<file path="src/rtl/alu_seq_w.sv">
// alu_seq_w: handshaked WIDTH-bit ALU with multi-cycle shift-add multiply,
// shifts, and tick-driven counter / LFSR sources.
//
// Ports:
//   clk_50MHz, reset_n (async, active-low)
//   in_valid/in_ready  : operation handshake (A, B, ALU_Sel)
//   out_valid/out_ready: result handshake (ALU_Out, ALU_Out_Hi, flags)
//   ALU_Out            : result (low half for MUL)
//   ALU_Out_Hi         : MUL high half, 0 for other ops
//   CarryOut/Overflow  : ADD carry / SUB borrow, signed overflow
//   Zero               : {ALU_Out_Hi,ALU_Out} == 0
//   IllegalOp          : opcode 11..15 accepted
//
// Build option: define SAT_ARITH_EN to saturate ADD/SUB results; flags still
// report the unsaturated carry/borrow/overflow.
module alu_seq_w #(
  parameter int unsigned           WIDTH     = 8,
  parameter int unsigned           TICK_DIV  = 25_000_000,
  parameter logic [WIDTH-1:0]      LFSR_TAPS = WIDTH'(8'hB8),
  parameter logic [WIDTH-1:0]      LFSR_SEED = WIDTH'(1)
) (
  input  logic             clk_50MHz,
  input  logic             reset_n,
  input  logic             in_valid,
  output logic             in_ready,
  input  logic [WIDTH-1:0] A,
  input  logic [WIDTH-1:0] B,
  input  logic [3:0]       ALU_Sel,
  output logic             out_valid,
  input  logic             out_ready,
  output logic [WIDTH-1:0] ALU_Out,
  output logic [WIDTH-1:0] ALU_Out_Hi,
  output logic             CarryOut,
  output logic             Overflow,
  output logic             Zero,
  output logic             IllegalOp
);

  localparam int unsigned SW = $clog2(WIDTH);
  localparam int unsigned DW = (TICK_DIV > 1) ? $clog2(TICK_DIV) : 1;
  localparam int unsigned CW = $clog2(WIDTH + 1);
  localparam logic [WIDTH-1:0] SEED_EFF = (LFSR_SEED == '0) ? WIDTH'(1) : LFSR_SEED;

`ifdef SAT_ARITH_EN
  localparam bit SAT = 1'b1;
`else
  localparam bit SAT = 1'b0;
`endif

  typedef enum logic [1:0] {S_IDLE, S_MUL, S_DONE} state_e;

  typedef enum logic [3:0] {
    OP_ADD = 4'd0, OP_SUB = 4'd1, OP_AND = 4'd2, OP_OR  = 4'd3,
    OP_XOR = 4'd4, OP_NOT = 4'd5, OP_CNT = 4'd6, OP_LFSR = 4'd7,
    OP_MUL = 4'd8, OP_SHL = 4'd9, OP_SHR = 4'd10
  } op_e;

  state_e               state_q, state_d;
  logic [2*WIDTH-1:0]   mcand_q, mcand_d, acc_q, acc_d;
  logic [WIDTH-1:0]     mplier_q, mplier_d;
  logic [CW-1:0]        iter_q, iter_d;
  logic [DW-1:0]        div_q, div_d;
  logic [WIDTH-1:0]     cnt_q, cnt_d, lfsr_q, lfsr_d;
  logic                 ov_q, ov_d;
  logic [WIDTH-1:0]     lo_q, lo_d, hi_q, hi_d;
  logic                 c_q, c_d, v_q, v_d, z_q, z_d, ill_q, ill_d;

  logic                 tick, out_free, accept;
  logic [WIDTH:0]       sum, diff;
  logic [SW-1:0]        shamt;
  logic                 shift_big;
  logic [WIDTH-1:0]     r_lo;
  logic                 r_c, r_v, r_ill;

  assign out_free = !ov_q || out_ready;
  assign in_ready = (state_q == S_IDLE) && out_free;
  assign accept   = in_valid && in_ready;

  // Tick divider and the counter / LFSR sources it steps.
  always_comb begin
    tick   = (div_q == DW'(TICK_DIV - 1));
    div_d  = tick ? '0 : div_q + 1'b1;
    cnt_d  = cnt_q;
    lfsr_d = lfsr_q;
    if (tick && ALU_Sel == OP_CNT)  cnt_d  = cnt_q + 1'b1;
    if (tick && ALU_Sel == OP_LFSR) lfsr_d = {lfsr_q[WIDTH-2:0], ^(lfsr_q & LFSR_TAPS)};
  end

  // Single-cycle datapath.
  always_comb begin
    sum       = {1'b0, A} + {1'b0, B};
    diff      = {1'b0, A} - {1'b0, B};
    shamt     = B[SW-1:0];
    shift_big = (32'(shamt) >= WIDTH);
    r_lo      = '0;
    r_c       = 1'b0;
    r_v       = 1'b0;
    r_ill     = 1'b0;
    case (ALU_Sel)
      OP_ADD: begin
        r_lo = (SAT && sum[WIDTH]) ? '1 : sum[WIDTH-1:0];
        r_c  = sum[WIDTH];
        r_v  = (A[WIDTH-1] == B[WIDTH-1]) && (sum[WIDTH-1] != A[WIDTH-1]);
      end
      OP_SUB: begin
        r_lo = (SAT && diff[WIDTH]) ? '0 : diff[WIDTH-1:0];
        r_c  = diff[WIDTH];
        r_v  = (A[WIDTH-1] != B[WIDTH-1]) && (diff[WIDTH-1] != A[WIDTH-1]);
      end
      OP_AND:  r_lo = A & B;
      OP_OR:   r_lo = A | B;
      OP_XOR:  r_lo = A ^ B;
      OP_NOT:  r_lo = ~A;
      OP_CNT:  r_lo = cnt_q;
      OP_LFSR: r_lo = lfsr_q;
      OP_MUL:  r_lo = '0;
      OP_SHL:  r_lo = shift_big ? '0 : A << shamt;
      OP_SHR:  r_lo = shift_big ? '0 : A >> shamt;
      default: r_ill = 1'b1;
    endcase
  end

  // FSM, multiplier and result register next-state.
  always_comb begin
    state_d  = state_q;
    mcand_d  = mcand_q;
    mplier_d = mplier_q;
    acc_d    = acc_q;
    iter_d   = iter_q;
    ov_d     = ov_q;
    lo_d     = lo_q;
    hi_d     = hi_q;
    c_d      = c_q;
    v_d      = v_q;
    z_d      = z_q;
    ill_d    = ill_q;

    if (ov_q && out_ready) ov_d = 1'b0;

    case (state_q)
      S_IDLE: begin
        if (accept) begin
          if (ALU_Sel == OP_MUL) begin
            mcand_d  = {{WIDTH{1'b0}}, A};
            mplier_d = B;
            acc_d    = '0;
            iter_d   = '0;
            state_d  = S_MUL;
          end else begin
            ov_d  = 1'b1;
            lo_d  = r_lo;
            hi_d  = '0;
            c_d   = r_c;
            v_d   = r_v;
            z_d   = (r_lo == '0);
            ill_d = r_ill;
          end
        end
      end
      S_MUL: begin
        if (iter_q != CW'(WIDTH)) begin
          acc_d    = acc_q + (mplier_q[0] ? mcand_q : '0);
          mcand_d  = mcand_q << 1;
          mplier_d = mplier_q >> 1;
          iter_d   = iter_q + 1'b1;
        end
        // Leave on the last iteration only if the output register will be
        // free for the DONE load; otherwise park with the finished product.
        if (iter_q >= CW'(WIDTH - 1) && out_free) state_d = S_DONE;
      end
      S_DONE: begin
        ov_d    = 1'b1;
        lo_d    = acc_q[WIDTH-1:0];
        hi_d    = acc_q[2*WIDTH-1:WIDTH];
        c_d     = 1'b0;
        v_d     = 1'b0;
        z_d     = (acc_q == '0);
        ill_d   = 1'b0;
        state_d = S_IDLE;
      end
      default: state_d = S_IDLE;
    endcase
  end

  always_ff @(posedge clk_50MHz or negedge reset_n) begin
    if (!reset_n) begin
      state_q  <= S_IDLE;
      mcand_q  <= '0;
      mplier_q <= '0;
      acc_q    <= '0;
      iter_q   <= '0;
      div_q    <= '0;
      cnt_q    <= '0;
      lfsr_q   <= SEED_EFF;
      ov_q     <= 1'b0;
      lo_q     <= '0;
      hi_q     <= '0;
      c_q      <= 1'b0;
      v_q      <= 1'b0;
      z_q      <= 1'b0;
      ill_q    <= 1'b0;
    end else begin
      state_q  <= state_d;
      mcand_q  <= mcand_d;
      mplier_q <= mplier_d;
      acc_q    <= acc_d;
      iter_q   <= iter_d;
      div_q    <= div_d;
      cnt_q    <= cnt_d;
      lfsr_q   <= lfsr_d;
      ov_q     <= ov_d;
      lo_q     <= lo_d;
      hi_q     <= hi_d;
      c_q      <= c_d;
      v_q      <= v_d;
      z_q      <= z_d;
      ill_q    <= ill_d;
    end
  end

  assign out_valid  = ov_q;
  assign ALU_Out    = lo_q;
  assign ALU_Out_Hi = hi_q;
  assign CarryOut   = c_q;
  assign Overflow   = v_q;
  assign Zero       = z_q;
  assign IllegalOp  = ill_q;

endmodule

</file>
<file path="config.mk">
export PLATFORM = sky130hd
export DESIGN_NAME = alu_seq_w
export DESIGN_NICKNAME = d
export VERILOG_FILES = /design/src/rtl/alu_seq_w.sv
export SDC_FILE = /design/constraint.sdc
export NUM_CORES = 1
export LEC_CHECK = 0
export ABC_AREA = 0
export BUFFER_PORTS_ARGS = -buffer_cell sky130_fd_sc_hd__buf_4
export CORE_ASPECT_RATIO = 0.9
export CORE_MARGIN = 2
export CORE_UTILIZATION = 60
export CTS_CLUSTER_SIZE = 24
export DETAILED_ROUTE_END_ITERATION = 7
export PLACE_DENSITY = 0.83
export SYNTH_ARGS = -nofsm -noshare
export SYNTH_HDL_FRONTEND = slang
export SYNTH_SLANG_ARGS = --single-unit
</file>
<file path="constraint.sdc">
create_clock -name clk_50MHz -period 6.3 [get_ports clk_50MHz]
set_input_delay 0.945 -clock clk_50MHz [delete_from_list [all_inputs] [get_ports clk_50MHz]]
set_output_delay 0.945 -clock clk_50MHz [all_outputs]
set_load 0.005 [all_outputs]
</file>
==> results.txt <==
----------------------------------------------------
[Yosys]
  Post-synthesis share of cell area spent on xor and xnor gates ... 0.05186
  Synthesized instance count ... 874
  Compound-gate portion of the synthesized area ... 0.1885
  Simple-gate area share of the yosys netlist ... 0.2140
  Area share of fa/ha/maj cells after synthesis ... 0.08199
  Post-synth design cell area ... 0.007600 mm2
  Commonest register cell after synthesis ... sky130_fd_sc_hd__dfrtp_1
  Share of synthesized flip-flops with an asynchronous set or reset ... 1.000
  Flops & latches, synth ... 108
  Sequential element share of the synthesized area ... 0.3558
  Dominant combinational cell family by area after synthesis ... simple AND/OR/NAND/NOR gates
  Multiplexer fraction of the synthesized cell area ... 0.06585
  Distinct cells, synth ... 78
  Avg Synthesized Cell Area ... 8.695 um2
  Syn Nets ... 946
  Synth warnings ... 0
  Post-synth EDFFs ... 0

[Clock tree]
  PostCTS Resize Cnt ... 0
  Number of clock sinks ... 108
  Hold-fix buffers at CTS ... 0
  Clock tree from TritonCTS ... built
  Post-CTS setup buffer count ... 0
  Htree depth ... 3
  Number of buffers on the longest clock path ... 2
  CTS root buffer ... sky130_fd_sc_hd__clkbuf_16
  Worst skew pair latency ... 0.35 ns
  Number of buffers created by CTS ... 9
  Clock transition at the registers of the reported paths ... 0.07 ns

[Cells and area]
  Fraction of final layout cells sized beyond drive strength 1 ... 0.1203
  Most common cell after layout, fill and taps aside ... sky130_fd_sc_hd__nand2_1
  Count of nets after finishing ... 965
  Most frequent cells in the layout ... sky130_fd_sc_hd__nand2_1 (118), sky130_fd_sc_hd__dfrtp_1 (107), sky130_fd_sc_hd__nor2_1 (70), sky130_fd_sc_hd__o21ai_0 (58), sky130_fd_sc_hd__buf_4 (52)
  Layout overhead on the synthesized area ... 9.532%
  Final-layout fill cell count ... 1019
  Count of inserted antenna diode cells ... 0
  Share of the core filled with cells ... 0.6812

[Timing]
  Setup Total Neg Slack ... 0 ns
  Transition at the pin with the smallest max-transition slack ... 1.113 ns
  Final Max Tran Viols ... 0
  Final worst-path setup slack ... 2.786 ns
  Period utilization ... 0.5577
  Slew margin rel. ... 0.2553
  Worst-case hold slack ... 0.4891 ns
  Top achievable clock speed ... 0.2846 GHz
  Setup violation total in the final timing report ... 0
  Unrepaired setup endpoints after global routing ... no
  Worst setup skew after layout ... 0.007651 ns
  Number of failing hold endpoints at the final stage ... 0
  Final period demand of the worst path ... 3.514 ns

[Global route]
  Pin count of the biggest net entering global routing ... 66
  Global-route wire length before repair ... 32870 um
  Via count of the first global-routing pass ... 6357
  Aggregate global-route resource usage ... 0.3055
  Number of antenna violations at the first check in global routing ... 0
  Global route overflow ... 0

[Floorplan]
  Area of the core region ... 0.01222 mm2
  DIE AREA ... 0.01358 mm2
  Row count ... 38
  Chip height ... 110.8 um
  Top-Level Pins ... 46
  Die width ... 122.6 um
  Starting density of the core ... 0.6220

[Routing]
  Drt pass-1 iters ... 5
  Routed vias ... 6795
  Vias per cell ... 6.422
  Starting DRT DRC Count ... 680
  Routed length per instance ... 19.01 um
  Post-route DRC violation count ... 0
  WL final ... 20110 um
  Antenna Nets Post-Route ... 0

[Setup path]
  Crit end category ... register
  Highest net fanout along the worst path ... 18
  Worst flop-to-flop path startpoint ... mplier_q[0]
  Crit path arrival time ... 3.75 ns
  Cell with the biggest individual delay on the critical path ... sky130_fd_sc_hd__or4_1
  Delay of the slowest cell on the worst path ... 0.45 ns
  Critical path start-end classification ... primary input to register
  Critical path required time ... 6.54 ns
  Slack of the worst reg-to-reg path ... 3.16 ns
  Critical register-to-register path endpoint ... acc_q[14]
  Worst r2r path cells ... 10
  Category of the worst setup path launch point ... primary input
  Cells along the critical path ... buf_4 > clkinv_1 > ha_1 > o21ba_2 > or4_1 > a31oi_1 > a2111oi_0 > nor3_2 > a21oi_1 > a221o_1

[Placement]
  HPWL after detailed placement ... 14460 um
  GPL Wtd Cong ... 0.9547
  Setup WS pre-CTS ... 2.526 ns
  Number of buffer cells added on primary ports ... 45

[Power and ir drop]
  Power density cells ... 285.1 mW/mm2
  Reported leakage power ... 3.695 nW
  Peak ir drop on the vdd network ... 0.1865 mV

[Hold path]
  Worst-case hold path end point ... mplier_q[3]
  Source of the worst hold timing path ... mplier_q[3]
  Hold/Removal Path Class ... register to register
  Min-Delay Path Depth ... 2

[Outcome]
  Status ... complete, no violations

[Flow run]
  Count of maximum capacitance violations ... 0

----------------------------------------------------
## Yosys cell counts, types with 18 or more instances
library cell / number / area [um2]
sky130_fd_sc_hd__nand2_1: 118 / 442.9
sky130_fd_sc_hd__dfrtp_1: 107 / 2678
sky130_fd_sc_hd__nor2_1: 71 / 266.5
sky130_fd_sc_hd__o21ai_0: 58 / 290.3
sky130_fd_sc_hd__ha_1: 45 / 563.0
sky130_fd_sc_hd__a21oi_1: 44 / 220.2
sky130_fd_sc_hd__inv_1: 34 / 127.6
sky130_fd_sc_hd__clkbuf_1: 33 / 123.9
sky130_fd_sc_hd__xnor2_1: 26 / 227.7
sky130_fd_sc_hd__nand3_1: 24 / 120.1
sky130_fd_sc_hd__xor2_1: 19 / 166.4
sky130_fd_sc_hd__and2_1: 18 / 112.6
## area by class of cell
| cell class | count | area (um2) | area share |
|---|---|---|---|
| Sequential cell | 108 | 2704 | 0.3248 |
| Timing Repair Buffer | 52 | 390.4 | 0.04690 |
| Clock inverter | 6 | 57.56 | 0.006914 |
| Clock buffer | 10 | 239.0 | 0.02871 |
| Tap cell | 160 | 200.2 | 0.02405 |
| Inverter | 37 | 138.9 | 0.01668 |
| Multi-Input combinational cell | 685 | 4594 | 0.5519 |
## logic make-up (layout without fill, tap and decap cells)
group / count (synthesis) / after routing
AND/OR/NAND/NOR: 333 / 333
AO/OA/AOI/OAI: 223 / 223
flip-flops: 108 / 108
buffers and inverters: 81 / 105
adder cells (fa/ha/maj): 48 / 48
XOR/XNOR: 45 / 45
multiplexers: 36 / 36
## metrics by stage
stage | std cells | power [mW] | area (um2)
2_1_floorplan | 874 | 1.533 | 7600
3_3_place_gp | 1042 | 1.772 | 8028
3_5_place_dp | 1042 | 1.803 | 8028
4_1_cts | 1058 | 2.369 | 8324
5_1_grt | 1058 | 2.532 | 8324
6_report | 1058 | 2.373 | 8324
## critical path: cells and delay by family
kind                     cells  cell delay (ns)
AND/OR/NAND/NOR              2             0.70
buffers and inverters        2             0.55
AO/OA/AOI/OAI                5             1.12
adder cells (fa/ha/maj)      1             0.43
## sequential cells by signal, indices dropped and copies added, names as in the netlist, 2 cells and up
register	count
mplier_q	8
mcand_q	16
ALU_Out	8
div_q	25
state_q	2
iter_q	4
lfsr_q	8
acc_q	16
ALU_Out_Hi	8
cnt_q	8
## worst max-delay path by stage
| stage | start | cells past startpoint | endpoint |
|---|---|---|---|
| finish | B[1] | 10 | ALU_Out[7] |
| detailed placement | B[1] | 10 | ALU_Out[7] |
| floorplan | B[1] | 10 | ALU_Out[7] |
| global placement | B[1] | 10 | ALU_Out[7] |
| global route | B[1] | 10 | ALU_Out[7] |
| CTS | B[1] | 10 | ALU_Out[7] |
## per-layer routing
metal / global-route usage / wire length (um) / up-vias
met1: 0.4574 / 9108 / 3263
met3: 0.05504 / 1510 / 34
met2: 0.4470 / 8993 / 316
li1: - / - / 3182
met4: 0.09962 / 497 / 0
met5: 0 / 0 / -
## where the power goes
part | switching (mW) | internal, mW | leakage, nW | total [mW]
Sequential | 0.174 | 0.847 | 1.42 | 1.02
Combinational | 0.452 | 0.341 | 2.14 | 0.793
Clock | 0.271 | 0.288 | 0.144 | 0.559
Total | 0.897 | 1.48 | 3.70 | 2.37
(Power assumes the default switching activity.)
